### src/rtl/tx_rd_req_trigger.sv
// TX host-read trigger: decides when to issue host memory-read requests that pull packets into the TX buffer.
// Define TX_RD_REQ_STATS_EN to build the request/qword statistics counters.
module tx_rd_req_trigger #(
    parameter int unsigned BUF_AW          = 10,
    parameter int unsigned MAX_QW          = 16,
    parameter int unsigned MAX_OUTSTANDING = 4,
    parameter int unsigned TIMEOUT_CYCLES  = 'h10000
) (
    input  logic              clk,
    input  logic              reset_n,
    input  logic              doorbell_valid,
    input  logic [18:0]       doorbell_qw,
    input  logic [BUF_AW-1:0] buf_commited_rd_addr,
    output logic              rd_req,
    input  logic              rd_req_ack,
    output logic [4:0]        rd_qwords,
    output logic [18:0]       rd_host_offset,
    output logic [BUF_AW-1:0] rd_buf_addr,
    input  logic              cpl_done,
    output logic              change_huge_page,
    input  logic              change_huge_page_ack,
    output logic [31:0]       stat_reqs,
    output logic [31:0]       stat_qwords
);

    localparam logic [18:0] PAGE_QW = 19'h40000;
    localparam int unsigned TW = $clog2(TIMEOUT_CYCLES + 1);
    localparam int unsigned OW = $clog2(MAX_OUTSTANDING + 1);

    typedef enum logic [2:0] {StIdle, StReq, StUpdate, StHpWait, StHpChg} state_e;

    state_e            state_q;
    logic [18:0]       host_prod_q;
    logic [18:0]       host_cons_q;
    logic [BUF_AW-1:0] buf_wr_ptr_q;
    logic [OW-1:0]     outstanding_q;
    logic [18:0]       pending_q;
    logic [BUF_AW-1:0] free_q;
    logic [TW-1:0]     idle_cnt_q;
    logic              stale_q;

    logic timeout;
    logic can_issue;
    logic full_ok;
    logic short_ok;
    logic upd;

    always_comb begin
        timeout   = (idle_cnt_q == TW'(TIMEOUT_CYCLES));
        can_issue = (outstanding_q < OW'(MAX_OUTSTANDING));
        full_ok   = (32'(pending_q) >= MAX_QW) && (32'(free_q) >= MAX_QW);
        short_ok  = (pending_q != '0) && timeout && (32'(free_q) >= 32'(pending_q));
        upd       = (state_q == StUpdate);
    end

    // pending/free lag host_cons/buf_wr_ptr by one cycle; stale_q blocks decisions on old values
    always_ff @(posedge clk or negedge reset_n) begin
        if (!reset_n) begin
            pending_q     <= '0;
            free_q        <= '0;
            idle_cnt_q    <= '0;
            outstanding_q <= '0;
        end else begin
            pending_q <= host_prod_q - host_cons_q;
            free_q    <= buf_commited_rd_addr - buf_wr_ptr_q - BUF_AW'(1);
            if (state_q != StIdle) begin
                idle_cnt_q <= '0;
            end else if (!timeout) begin
                idle_cnt_q <= idle_cnt_q + TW'(1);
            end
            if (upd && !cpl_done) begin
                outstanding_q <= outstanding_q + OW'(1);
            end else if (!upd && cpl_done && outstanding_q != '0) begin
                outstanding_q <= outstanding_q - OW'(1);
            end
        end
    end

    always_ff @(posedge clk or negedge reset_n) begin
        if (!reset_n) begin
            state_q          <= StIdle;
            host_prod_q      <= '0;
            host_cons_q      <= '0;
            buf_wr_ptr_q     <= '0;
            stale_q          <= 1'b0;
            rd_req           <= 1'b0;
            rd_qwords        <= '0;
            rd_host_offset   <= '0;
            rd_buf_addr      <= '0;
            change_huge_page <= 1'b0;
        end else begin
            stale_q <= 1'b0;
            if (doorbell_valid) begin
                host_prod_q <= doorbell_qw;
            end
            unique case (state_q)
                StIdle: begin
                    if (stale_q) begin
                        state_q <= StIdle;
                    end else if (host_cons_q == PAGE_QW) begin
                        state_q <= StHpWait;
                    end else if (can_issue && (full_ok || short_ok)) begin
                        rd_req         <= 1'b1;
                        rd_qwords      <= full_ok ? 5'(MAX_QW) : pending_q[4:0];
                        rd_host_offset <= host_cons_q;
                        rd_buf_addr    <= buf_wr_ptr_q;
                        state_q        <= StReq;
                    end
                end
                StReq: begin
                    if (rd_req_ack) begin
                        rd_req  <= 1'b0;
                        state_q <= StUpdate;
                    end
                end
                StUpdate: begin
                    host_cons_q  <= host_cons_q + 19'(rd_qwords);
                    buf_wr_ptr_q <= buf_wr_ptr_q + BUF_AW'(rd_qwords);
                    stale_q      <= 1'b1;
                    state_q      <= StIdle;
                end
                StHpWait: begin
                    if (outstanding_q == '0) begin
                        change_huge_page <= 1'b1;
                        state_q          <= StHpChg;
                    end
                end
                StHpChg: begin
                    if (change_huge_page_ack) begin
                        change_huge_page <= 1'b0;
                        host_cons_q      <= '0;
                        host_prod_q      <= '0;
                        stale_q          <= 1'b1;
                        state_q          <= StIdle;
                    end
                end
                default: state_q <= StIdle;
            endcase
        end
    end

`ifdef TX_RD_REQ_STATS_EN
    always_ff @(posedge clk or negedge reset_n) begin
        if (!reset_n) begin
            stat_reqs   <= '0;
            stat_qwords <= '0;
        end else if (upd) begin
            stat_reqs   <= stat_reqs + 32'd1;
            stat_qwords <= stat_qwords + 32'(rd_qwords);
        end
    end
`else
    assign stat_reqs   = '0;
    assign stat_qwords = '0;
`endif

endmodule

### config.mk
export PLATFORM = sky130hd
export DESIGN_NAME = tx_rd_req_trigger
export DESIGN_NICKNAME = d
export VERILOG_FILES = /design/src/rtl/tx_rd_req_trigger.sv
export SDC_FILE = /design/constraint.sdc
export NUM_CORES = 1
export LEC_CHECK = 0
export BUFFER_PORTS_ARGS = -buffer_cell sky130_fd_sc_hd__buf_4
export CORE_ASPECT_RATIO = 1.75
export CORE_MARGIN = 10
export CORE_UTILIZATION = 50
export CTS_CLUSTER_SIZE = 10
export DETAILED_ROUTE_END_ITERATION = 8
export GPL_ROUTABILITY_DRIVEN = 0
export PLACE_DENSITY = 0.8
export SYNTH_ARGS = -nofsm -noshare
export SYNTH_HDL_FRONTEND = slang
export SYNTH_SLANG_ARGS = --single-unit
### constraint.sdc
create_clock -name clk -period 2.3 [get_ports clk]
set_input_delay 0.23 -clock clk [delete_from_list [all_inputs] [get_ports clk]]
set_output_delay 0.23 -clock clk [all_outputs]
set_load 0.005 [all_outputs]
==> impl_metrics.toml <==
[power_and_ir_drop]
powerDensity_nw_per_um2 = 1230
vdd_drop_max_mv = 0.745
p_leak_nw = 4.99

[routing]
vias = 6335
postRouteWirelength_mm = 23.5
avgViaCountPerCell = 5.63
drtAntennaViolNets = 0
firstDrtPassIters = 7
wl_per_cell_microns = 20.9
drc_errors = 0
drtIter0Drc = 472

[global_routing]
grt_max_degree = 92
grt_overflow = 0
grt_pass1_vias = 6638
grt_pass1_wl_mm = 33.7
grt_util_all_layers_pct = 20.2
antenna_found_initial = 0

[clock_tree]
clkLatencyLatePin_ns = 0.44
cts_buffers = 17
cts_buffer_depth = 2
cts_tree = "done"
clock-root-buffer = "clkbuf_16"
h-tree-depth = 4
path_clk_slew_ns = 0.06
cts.sinks = 137

[layout]
num_antenna_cells = 0
syn_to_final_growth_pct = 29.3
layout-drive-gt1-share_pct = 33.4
layout_common_cells = "163 x buf_4, 133 x dfrtp_1, 66 x nor2_1"
final_common_cell = "buf_4"
fin_nets = 1015

[yosys]
synth_fa_ha_area_share_pct = 9.13
netlist_area_sq_um = 7810
synth_compound_area_share_pct = 9.54
synth_cells = 746
ys_seq_area_share_pct = 43.9
async_flop_share_pct = 100
synth.avg_cell_area_sq_um = 10.5
synth-edff-count = 0
yosys_most_used_dff = "dfrtp_1"
synth-xor-area-share_pct = 7.17
synth_cell_types = 57
synth_top_family_by_area = "simple AND/OR/NAND/NOR gates"
ys_warn_count = 0
synthMuxAreaShare_pct = 8.20
ys_ff_latch = 137
synth-simple-area-share_pct = 11.6

[die]
io_pins = 135
rows = 60
dieArea_sq_um = 21200
start_util_pct = 50.8
dieWidth_microns = 115
core_sq_um = 15400
fp.dieH_microns = 185

[worst_setup_path]
cp_data_required_time_ns = 2.62
critPathMaxFanout = 5
arrival_ns = 3.00
cp-start-kind = "register"
endpoint_kind = "register"
worstSetupPathType = "register to register"

[timing]
drv_slew = 0
fmax_mhz = 374
tns_ns = -13.12
worst_slew_margin_rel_pct = 61.4
worstMarginPinSlew_ns = 0.578
setup_violations = 45
fin_skew_ns = 0.0109
hold_viol = 0
period_share_pct = 116
finalHoldWorstSlack_ns = 0.0297
finalCriticalPeriod_ns = 2.68
fin_ws_ns = -0.376
rsz0062_at_grt = "yes"

[status]
violations = "negative setup slack"
status = "finished with violations"

[place]
dp_hpwl_mm = 14.9
place_ws_ns = -0.449
io_buffers = 70

[worst_hold_path]
min_path_type = "input port to register"

[job]
drv_cap = 0
-- layout make-up --
| class | instances | area, sq um |
|---|---|---|
| Multi-Input combinational cell | 532 | 4180 |
| Clock inverter | 13 | 181 |
| Tap cell | 186 | 233 |
| Timing Repair Buffer | 176 | 1390 |
| Inverter | 62 | 239 |
| Clock buffer | 19 | 453 |
| Sequential cell | 137 | 3430 |
| Fill cell | 1056 | 5290 |
-- path summary, 6_finish.rpt --
path,startpoint,endpoint,slack [ns],cells after the start
max,pending_q[4],rd_host_offset[8],-0.38,11
min,buf_commited_rd_addr[0],free_q[0],0.03,2
max reg2reg,pending_q[4],rd_host_offset[8],-0.38,11
min reg2reg,rd_host_offset[0],rd_host_offset[0],0.51,1
max in group asynchronous,reset_n,host_prod_q[8],1.44,3
min in group asynchronous,reset_n,rd_buf_addr[8],0.39,3
-- state kept, by name, summed over array words and instances, names as in the netlist, 3 cells and up --
| name | cells |
|---|---|
| idle_cnt_q | 17 |
| buf_wr_ptr_q | 10 |
| rd_host_offset | 19 |
| outstanding_q | 3 |
| rd_qwords | 5 |
| free_q | 10 |
| state_q | 3 |
| rd_buf_addr | 10 |
| host_cons_q | 19 |
| pending_q | 19 |
| host_prod_q | 19 |
-- stage by stage --
stage | cell area (sq um) | util (%) | instances | power (W)
4_1_cts | 9830 | 63.9 | 1112 | 0.0117
5_1_grt | 10100 | 65.7 | 1125 | 0.0130
6_report | 10100 | 65.7 | 1125 | 0.0124
3_3_place_gp | 8870 | 57.6 | 1066 | 0.00793
2_1_floorplan | 8070 | - | 809 | 0.00652
3_5_place_dp | 8870 | 57.6 | 1066 | 0.00814
-- critical path, cell delays in order, from the launching register on --
cell and delay (ns):
dfrtp_1 0.39, inv_2 0.09, ha_4 0.21, a21o_1 0.16, a21o_1 0.16, a2111oi_2 0.37
o21ai_1 0.12, and3_1 0.19, o21ai_2 0.18, a21o_4 0.22, buf_6 0.16, mux2_4 0.31
-- repair_timing --
action | CTS | global route
cloned | 2 | 0
endpoints found under the setup margin | 46 | 58
endpoints found under the hold margin | 137 | 0
setup buffers | 12 | 19
gates resized for setup | 44 | 53
hold buffers | 1 | 0
pin swaps | 19 | 40
-- cells in the mapped netlist, drive strengths merged, types with 2 or more instances --
master,n,area (sq um)
dfrtp,137,3430
nor2,70,263
buf,69,547
inv,61,229
ha,49,613
xnor2,47,412
a21oi,37,185
nand2,35,131
mux2,32,450
o21ai,24,124
mux2i,19,190
xor2,17,149
a21o,16,120
nand3,15,75.1
nor4,11,87.6
clkbuf,9,33.8
nand4,8,56.3
nor3,8,40.0
nor2b,7,43.8
o22ai,7,43.8
and3,6,37.5
nand2b,6,37.5
o21bai,6,45.0
fa,5,100
or3,5,31.3
a22o,4,35.0
a31oi,3,18.8
nor4b,3,38.8
a2111oi,2,36.3
a211oi,2,15.0
a22oi,2,15.0
nand3b,2,15.0
o2111ai,2,17.5
o211ai,2,15.0
o21a,2,15.0
o31ai,2,15.0
or2,2,12.5
or4,2,15.0
-- kinds of logic (layout without fill, tap and decap cells) --
kind of cell | Yosys count | after routing
compound gates | 116 | 116
xor+xnor | 64 | 64
fa+ha+maj | 54 | 54
buf+inv | 140 | 270
flops | 137 | 137
mux | 51 | 51
other cells | 1 | 64
simple gates | 183 | 183
-- metal layers --
layer,GRT usage (%),share of wire [%]
met1,19.1,32
met2,36.8,53
met3,4.83,7.3
met4,14.0,7.7
met5,0,0
-- power breakdown --
| part | internal (W) | switching [W] | leakage, nW |
|---|---|---|---|
| Clock | 0.00179 | 0.00115 | 0.309 |
| Sequential | 0.00308 | 0.000602 | 1.72 |
| Combinational | 0.00281 | 0.00298 | 2.96 |
| Total | 0.00769 | 0.00473 | 4.99 |
Power figures use the tool's default switching activity.
